**src/rtl/rv32i_csr_file_pkg.sv**
```systemverilog
// rv32i_csr_file_pkg
//   Shared definitions for the machine-mode CSR file: CSR addresses, SYSTEM
//   funct3 codes, the decoded read-modify-write operation and the writable
//   mask of mstatus.
//   No ports (package).
package rv32i_csr_file_pkg;

    localparam int CSRAddrBus = 12;

    typedef logic [CSRAddrBus-1:0] csr_addr_t;

    localparam csr_addr_t CSR_MSTATUS   = 12'h300;
    localparam csr_addr_t CSR_MISA      = 12'h301;
    localparam csr_addr_t CSR_MTVEC     = 12'h305;
    localparam csr_addr_t CSR_MSCRATCH  = 12'h340;
    localparam csr_addr_t CSR_MEPC      = 12'h341;
    localparam csr_addr_t CSR_MCAUSE    = 12'h342;
    localparam csr_addr_t CSR_MTVAL     = 12'h343;
    localparam csr_addr_t CSR_MCYCLE    = 12'hB00;
    localparam csr_addr_t CSR_MINSTRET  = 12'hB02;
    localparam csr_addr_t CSR_MCYCLEH   = 12'hB80;
    localparam csr_addr_t CSR_MINSTRETH = 12'hB82;
    localparam csr_addr_t CSR_CYCLE     = 12'hC00;
    localparam csr_addr_t CSR_INSTRET   = 12'hC02;
    localparam csr_addr_t CSR_CYCLEH    = 12'hC80;
    localparam csr_addr_t CSR_INSTRETH  = 12'hC82;

    localparam logic [2:0] CSRRW  = 3'b001;
    localparam logic [2:0] CSRRS  = 3'b010;
    localparam logic [2:0] CSRRC  = 3'b011;
    localparam logic [2:0] CSRRWI = 3'b101;
    localparam logic [2:0] CSRRSI = 3'b110;
    localparam logic [2:0] CSRRCI = 3'b111;

    // Only MIE (bit 3) and MPIE (bit 7) exist in this core's mstatus.
    localparam logic [31:0] MSTATUS_WMASK = 32'h0000_0088;

    typedef enum logic [1:0] {
        CSR_OP_NONE,
        CSR_OP_RW,
        CSR_OP_RS,
        CSR_OP_RC
    } csr_op_e;

    function automatic csr_op_e csr_decode_op(input logic [2:0] fun3);
        csr_op_e op;
        case (fun3)
            CSRRW, CSRRWI: op = CSR_OP_RW;
            CSRRS, CSRRSI: op = CSR_OP_RS;
            CSRRC, CSRRCI: op = CSR_OP_RC;
            default:       op = CSR_OP_NONE;
        endcase
        return op;
    endfunction

    // Top two address bits 2'b11 mark the architectural read-only space;
    // misa is read-only here as well since it is a constant.
    function automatic logic csr_is_ro(input csr_addr_t addr);
        return (addr[11:10] == 2'b11) || (addr == CSR_MISA);
    endfunction

endpackage

```
**src/rtl/rv32i_csr_file_counter64.sv**
```systemverilog
// rv32i_csr_file_counter64 (csr_counter64)
//   64-bit free-running counter with an increment enable and independent
//   32-bit write ports for the low and high halves. A write to either half
//   takes the place of the increment in that cycle: the other half keeps its
//   value and no carry is applied.
// Ports:
//   clk     in   core clock
//   rst     in   synchronous active-low reset
//   inc_en  in   count by one this cycle
//   we_lo   in   replace bits [31:0] with wdata
//   we_hi   in   replace bits [63:32] with wdata
//   wdata   in   32-bit write data
//   count   out  current 64-bit value
module rv32i_csr_file_counter64 (
    input  logic        clk,
    input  logic        rst,
    input  logic        inc_en,
    input  logic        we_lo,
    input  logic        we_hi,
    input  logic [31:0] wdata,
    output logic [63:0] count
);

    logic [63:0] count_q;

    always_ff @(posedge clk) begin
        if (!rst) begin
            count_q <= '0;
        end else if (we_lo || we_hi) begin
            if (we_lo) count_q[31:0]  <= wdata;
            if (we_hi) count_q[63:32] <= wdata;
        end else if (inc_en) begin
            count_q <= count_q + 64'd1;
        end
    end

    assign count = count_q;

endmodule

```
**src/rtl/rv32i_csr_file.sv**
```systemverilog
// rv32i_csr_file
//   Machine-mode CSR responder for the RV32I core. Serves the decode-stage
//   read port combinationally and performs the CSRRW/CSRRS/CSRRC (and
//   immediate) read-modify-write, committing on the next rising clk edge.
//   Optional feature macro CSR_ZICNTR_EN: when defined, the 64-bit
//   mcycle/minstret counters and their read-only shadows exist; when
//   undefined, those addresses are unimplemented and instret_i is ignored.
// Parameters:
//   MTVEC_RESET  reset value of mtvec
//   MISA_VALUE   constant returned by misa
// Ports:
//   clk             in   core clock
//   rst             in   synchronous active-low reset
//   csr_re_i        in   read enable from decode
//   csr_raddr_i     in   CSR read address
//   csr_rdata_o     out  CSR read data (value before any same-cycle write)
//   csr_we_i        in   instruction is a CSR op
//   csr_waddr_i     in   CSR write address
//   csr_fun3_i      in   funct3 of the SYSTEM instruction
//   csr_rs1_i       in   rs1 register data
//   csr_zimm_i      in   zero-extended uimm
//   csr_src_zero_i  in   rs1/uimm field is zero
//   instret_i       in   one instruction retired this cycle
//   csr_illegal_o   out  illegal CSR access this cycle
module rv32i_csr_file
    import rv32i_csr_file_pkg::*;
#(
    parameter logic [31:0] MTVEC_RESET = 32'h0000_0000,
    parameter logic [31:0] MISA_VALUE  = 32'h4000_0100
) (
    input  logic                  clk,
    input  logic                  rst,
    input  logic                  csr_re_i,
    input  logic [CSRAddrBus-1:0] csr_raddr_i,
    output logic [31:0]           csr_rdata_o,
    input  logic                  csr_we_i,
    input  logic [CSRAddrBus-1:0] csr_waddr_i,
    input  logic [2:0]            csr_fun3_i,
    input  logic [31:0]           csr_rs1_i,
    input  logic [31:0]           csr_zimm_i,
    input  logic                  csr_src_zero_i,
    input  logic                  instret_i,
    output logic                  csr_illegal_o
);

    logic [31:0] mstatus_q;
    logic [31:0] mtvec_q;
    logic [31:0] mscratch_q;
    logic [31:0] mepc_q;
    logic [31:0] mcause_q;
    logic [31:0] mtval_q;

`ifdef CSR_ZICNTR_EN
    logic [63:0] mcycle_q;
    logic [63:0] minstret_q;
`endif

    function automatic logic csr_implemented(input csr_addr_t addr);
        logic hit;
        case (addr)
            CSR_MSTATUS, CSR_MISA, CSR_MTVEC, CSR_MSCRATCH,
            CSR_MEPC, CSR_MCAUSE, CSR_MTVAL: hit = 1'b1;
`ifdef CSR_ZICNTR_EN
            CSR_MCYCLE, CSR_MCYCLEH, CSR_MINSTRET, CSR_MINSTRETH,
            CSR_CYCLE, CSR_CYCLEH, CSR_INSTRET, CSR_INSTRETH: hit = 1'b1;
`endif
            default: hit = 1'b0;
        endcase
        return hit;
    endfunction

    function automatic logic [31:0] csr_value(input csr_addr_t addr);
        logic [31:0] val;
        case (addr)
            CSR_MSTATUS:  val = mstatus_q;
            CSR_MISA:     val = MISA_VALUE;
            CSR_MTVEC:    val = mtvec_q;
            CSR_MSCRATCH: val = mscratch_q;
            CSR_MEPC:     val = mepc_q;
            CSR_MCAUSE:   val = mcause_q;
            CSR_MTVAL:    val = mtval_q;
`ifdef CSR_ZICNTR_EN
            CSR_MCYCLE,    CSR_CYCLE:    val = mcycle_q[31:0];
            CSR_MCYCLEH,   CSR_CYCLEH:   val = mcycle_q[63:32];
            CSR_MINSTRET,  CSR_INSTRET:  val = minstret_q[31:0];
            CSR_MINSTRETH, CSR_INSTRETH: val = minstret_q[63:32];
`endif
            default:      val = '0;
        endcase
        return val;
    endfunction

    csr_op_e     wr_op;
    logic [31:0] wr_src;
    logic [31:0] wr_old;
    logic [31:0] wr_data;
    logic        wr_eff;
    logic        wr_ro;
    logic        wr_hit;
    logic        rd_hit;
    logic        wr_commit;

    assign wr_op  = csr_decode_op(csr_fun3_i);
    assign wr_src = csr_fun3_i[2] ? csr_zimm_i : csr_rs1_i;
    assign wr_old = csr_value(csr_waddr_i);
    assign wr_ro  = csr_is_ro(csr_waddr_i);
    assign wr_hit = csr_implemented(csr_waddr_i);
    assign rd_hit = csr_implemented(csr_raddr_i);

    // Set/clear with a zero source is a pure read: no write, so no
    // read-only violation either.
    assign wr_eff = csr_we_i &&
                    ((wr_op == CSR_OP_RW) ||
                     (((wr_op == CSR_OP_RS) || (wr_op == CSR_OP_RC)) && !csr_src_zero_i));

    always_comb begin
        wr_data = wr_old;
        case (wr_op)
            CSR_OP_RW: wr_data = wr_src;
            CSR_OP_RS: wr_data = wr_old | wr_src;
            CSR_OP_RC: wr_data = wr_old & ~wr_src;
            default:   wr_data = wr_old;
        endcase
    end

    assign wr_commit = wr_eff && wr_hit && !wr_ro;

    assign csr_illegal_o = (csr_re_i && !rd_hit) ||
                           (csr_we_i && !wr_hit) ||
                           (wr_eff && wr_ro);

    assign csr_rdata_o = csr_re_i ? csr_value(csr_raddr_i) : 32'h0;

    always_ff @(posedge clk) begin
        if (!rst) begin
            mstatus_q  <= '0;
            mtvec_q    <= MTVEC_RESET;
            mscratch_q <= '0;
            mepc_q     <= '0;
            mcause_q   <= '0;
            mtval_q    <= '0;
        end else if (wr_commit) begin
            case (csr_waddr_i)
                CSR_MSTATUS:  mstatus_q  <= wr_data & MSTATUS_WMASK;
                CSR_MTVEC:    mtvec_q    <= {wr_data[31:2], 2'b00};
                CSR_MSCRATCH: mscratch_q <= wr_data;
                CSR_MEPC:     mepc_q     <= {wr_data[31:2], 2'b00};
                CSR_MCAUSE:   mcause_q   <= wr_data;
                CSR_MTVAL:    mtval_q    <= wr_data;
                default:      ;
            endcase
        end
    end

`ifdef CSR_ZICNTR_EN
    rv32i_csr_file_counter64 u_mcycle (
        .clk    (clk),
        .rst    (rst),
        .inc_en (1'b1),
        .we_lo  (wr_commit && (csr_waddr_i == CSR_MCYCLE)),
        .we_hi  (wr_commit && (csr_waddr_i == CSR_MCYCLEH)),
        .wdata  (wr_data),
        .count  (mcycle_q)
    );

    rv32i_csr_file_counter64 u_minstret (
        .clk    (clk),
        .rst    (rst),
        .inc_en (instret_i),
        .we_lo  (wr_commit && (csr_waddr_i == CSR_MINSTRET)),
        .we_hi  (wr_commit && (csr_waddr_i == CSR_MINSTRETH)),
        .wdata  (wr_data),
        .count  (minstret_q)
    );
`else
    logic unused_instret;
    assign unused_instret = instret_i;
`endif

endmodule

```
**config.mk**
```make
export PLATFORM = sky130hd
export DESIGN_NAME = rv32i_csr_file
export DESIGN_NICKNAME = d
export VERILOG_FILES = /design/src/rtl/rv32i_csr_file_pkg.sv /design/src/rtl/rv32i_csr_file_counter64.sv /design/src/rtl/rv32i_csr_file.sv
export SDC_FILE = /design/constraint.sdc
export NUM_CORES = 1
export LEC_CHECK = 0
export BUFFER_PORTS_ARGS = -buffer_cell sky130_fd_sc_hd__buf_2
export CORE_MARGIN = 3
export CORE_UTILIZATION = 40
export DETAILED_ROUTE_END_ITERATION = 10
export GPL_TIMING_DRIVEN = 0
export SETUP_SLACK_MARGIN = 0.3
export SLEW_MARGIN = 20
export SYNTH_ARGS = -nofsm -noshare
export SYNTH_HDL_FRONTEND = slang
export SYNTH_SLANG_ARGS = --single-unit
```
**constraint.sdc**
```tcl
create_clock -name clk -period 6.55 [get_ports clk]
set_clock_uncertainty 0.15 [all_clocks]
set_input_delay 0.9825 -clock clk [delete_from_list [all_inputs] [get_ports clk]]
set_output_delay 0.9825 -clock clk [all_outputs]
set_load 0.02 [all_outputs]
```
==> flow_summary.ini <==
[run_status]
outcome = finished, final reports clean

[sta]
clock.fmax_mhz = 207
hold_violations = 0
setup_tns_ns = 0
worst_hold_slack_ns = 0.334
min_period_over_period = 0.739
finalSetupViolCount = 0
slew_viol_final = 0
fin_crit_ns = 4.84
rsz0062_at_grt = no
max-slew-margin-rel = 0.372
worst_pin_slew_ns = 0.942

[global_route]
grt_use_met2 = 0.463
grt_use_met1 = 0.402
grt_busiest_layer = met2
grt_pass1_wl_um = 54900
grt_max_degree = 17
grt-ovfl-total = 0
grt_pass1_vias = 8883
met3_usage = 0.0553
track_usage = 0.296
antenna_found_initial = 0

[yosys]
synth.distinct_cells = 72
synth_area_um2 = 9190
synthSimpleGateAreaFrac = 0.111
async_flop_share = 0
ys.flop_type = dfxtp_1
synthMuxAreaShare = 0.144
synth_seq_area_share = 0.344
synth-seq-cells = 158
synthAdderAreaFrac = 0
avgSynthCellArea_um2 = 9.33
synth_edf_count = 0
synth_top_family_by_area = compound AO/OA/AOI/OAI gates
syn_nets = 1082
synth_compound_area_frac = 0.342
postSynthCellCount = 985
yosys_warnings = 0
synth_xor_area_frac = 0.00477

[final_layout]
num_antenna_cells = 0
fin_cells = 1418
regArea_um2 = 3160
multi_input_area_um2 = 5530
layout_common_cells = buf_2, dfxtp_1, a21oi_1
area_growth_pct = 16.8
drive_gt1_frac = 0.265
final_util = 0.483
mostFrequentLayoutCell = buf_2
num-fill-cells = 2157
num-nets-final = 1223

[clock_tree]
cts_buffer_depth = 2
cts_tree = done
cts_setup_buffers = 0
cts_resized = 0
clkTransAtPathRegs_ns = 0.06
postCtsHoldBufs = 0
clock_sinks = 158
numCtsBuffers = 17
cts-root-buf = clkbuf_16
clock_latency_ns = 0.44
htreeDepth = 4

[pwr]
power_leakage_nw = 4.07
finalPower_mw = 2.22
power.density_nw_per_um2 = 207
ir_drop_uv = 160

[detailed_routing]
final_antenna_net_count = 0
drt_iter0_drc = 1149
post_drt_wl_per_cell_um = 26.5
drc_errors = 0
vias_per_cell = 6.60
vias = 9364
first_pass_iters = 6
wl_um = 37600

[placement]
portBuffers = 122
gp_congestion = 0.921
dpl.hpwl_um = 25500
placed_cells = 1387

[worst_hold_path]
hold_path.startpoint = mepc_q[2]
whs_endpoint = mepc_q[2]
whs_path_depth = 1
hp-class = register to register

[worst_setup_path]
worstPathRequired_ns = 5.42
r2r_cells = 5
rr_endpoint = mcause_q[14]
r2r-start = mepc_q[14]
crit_type = primary input to output pin
worst_setup_path_start_kind = primary input
r2r_slack_ns = 4.70
end_kind = output pin
path_max_fanout = 10
crit_arrival_ns = 3.71

[floorplan]
die_w_um = 158
start_util = 0.413
rows = 54
core_area_um2 = 22200
ios = 130
die_area_um2 = 24800
fp.dieH_um = 158

[flow_run]
cap_violations = 0
-- stage by stage --
step,instance area (um2),setup WS [ns]
3_3_place_gp,10100,1.79
2_1_floorplan,9190,2.67
6_report,10700,1.71
3_5_place_dp,10200,1.83
4_1_cts,10700,1.81
5_1_grt,10700,1.55
-- layer usage --
| layer | vias up | part of all wire | routed length [um] |
|---|---|---|---|
| met3 | 84 | 0.10 | 3840 |
| met4 | 0 | 0.037 | 1390 |
| met2 | 557 | 0.44 | 16700 |
| met1 | 4509 | 0.42 | 15700 |
| li1 | 4214 | - | - |
| met5 | - | 0 | 0 |
-- final cells by class --
class                           instances  area share
Timing Repair Buffer                  122      0.0569
Buffer                                 98      0.0438
Tap cell                              280      0.0326
Multi-Input combinational cell        721       0.516
Clock buffer                           21      0.0438
Sequential cell                       158       0.295
Inverter                                8     0.00280
Clock inverter                         10     0.00968
-- worst max path at each step --
stage / end / cells past startpoint / slack (ns) / start
after global placement: csr_rdata_o[5] / 8 / 1.79 / csr_raddr_i[3]
after CTS: csr_rdata_o[5] / 8 / 1.81 / csr_raddr_i[3]
after detailed placement: csr_rdata_o[5] / 8 / 1.83 / csr_raddr_i[3]
final: csr_rdata_o[5] / 8 / 1.71 / csr_raddr_i[3]
after floorplan: csr_rdata_o[24] / 7 / 2.67 / csr_raddr_i[3]
after global routing: csr_rdata_o[10] / 8 / 1.55 / csr_raddr_i[3]
-- registers in the layout, indices dropped and copies added, names as in the netlist --
name        flops
mepc_q         30
mstatus_q       2
mscratch_q     32
mcause_q       32
mtvec_q        30
mtval_q        32
-- logic make-up after synthesis --
family                 count (synthesis)
AO/OA/AOI/OAI                        421
AND/OR/NAND/NOR                      170
flip-flops                           158
multiplexers                         125
buffers and inverters                106
XOR/XNOR                               5
-- worst max-delay path, cell delays in order --
cell and delay (ns):
buf_2 0.10, nor4_1 0.74, and2_1 0.27, and3_1 0.21, clkbuf_1 0.71, a222oi_1 0.18, a21oi_1 0.29, buf_2 0.23
-- where the power goes --
| group | switching, mW | internal, mW |
|---|---|---|
| sequential | 0.0000250 | 0.960 |
| clock | 0.446 | 0.558 |
| combinational | 0.169 | 0.0873 |
| total | 0.615 | 1.61 |
-- synth_stat cells, drive strengths merged, types with 14 or more instances --
cell type	instances	area [um2]
clkbuf	45	170
nand2	50	190
o221a	14	158
o21a	14	105
a32oi	26	228
mux2i	68	681
a21oi	116	581
mux2	57	642
nor2	36	138
o32a	14	140
o21ai	69	345
buf	53	299
o2bb2ai	82	781
a222oi	27	270
dfxtp	158	3160
Power figures use the tool's default switching activity.
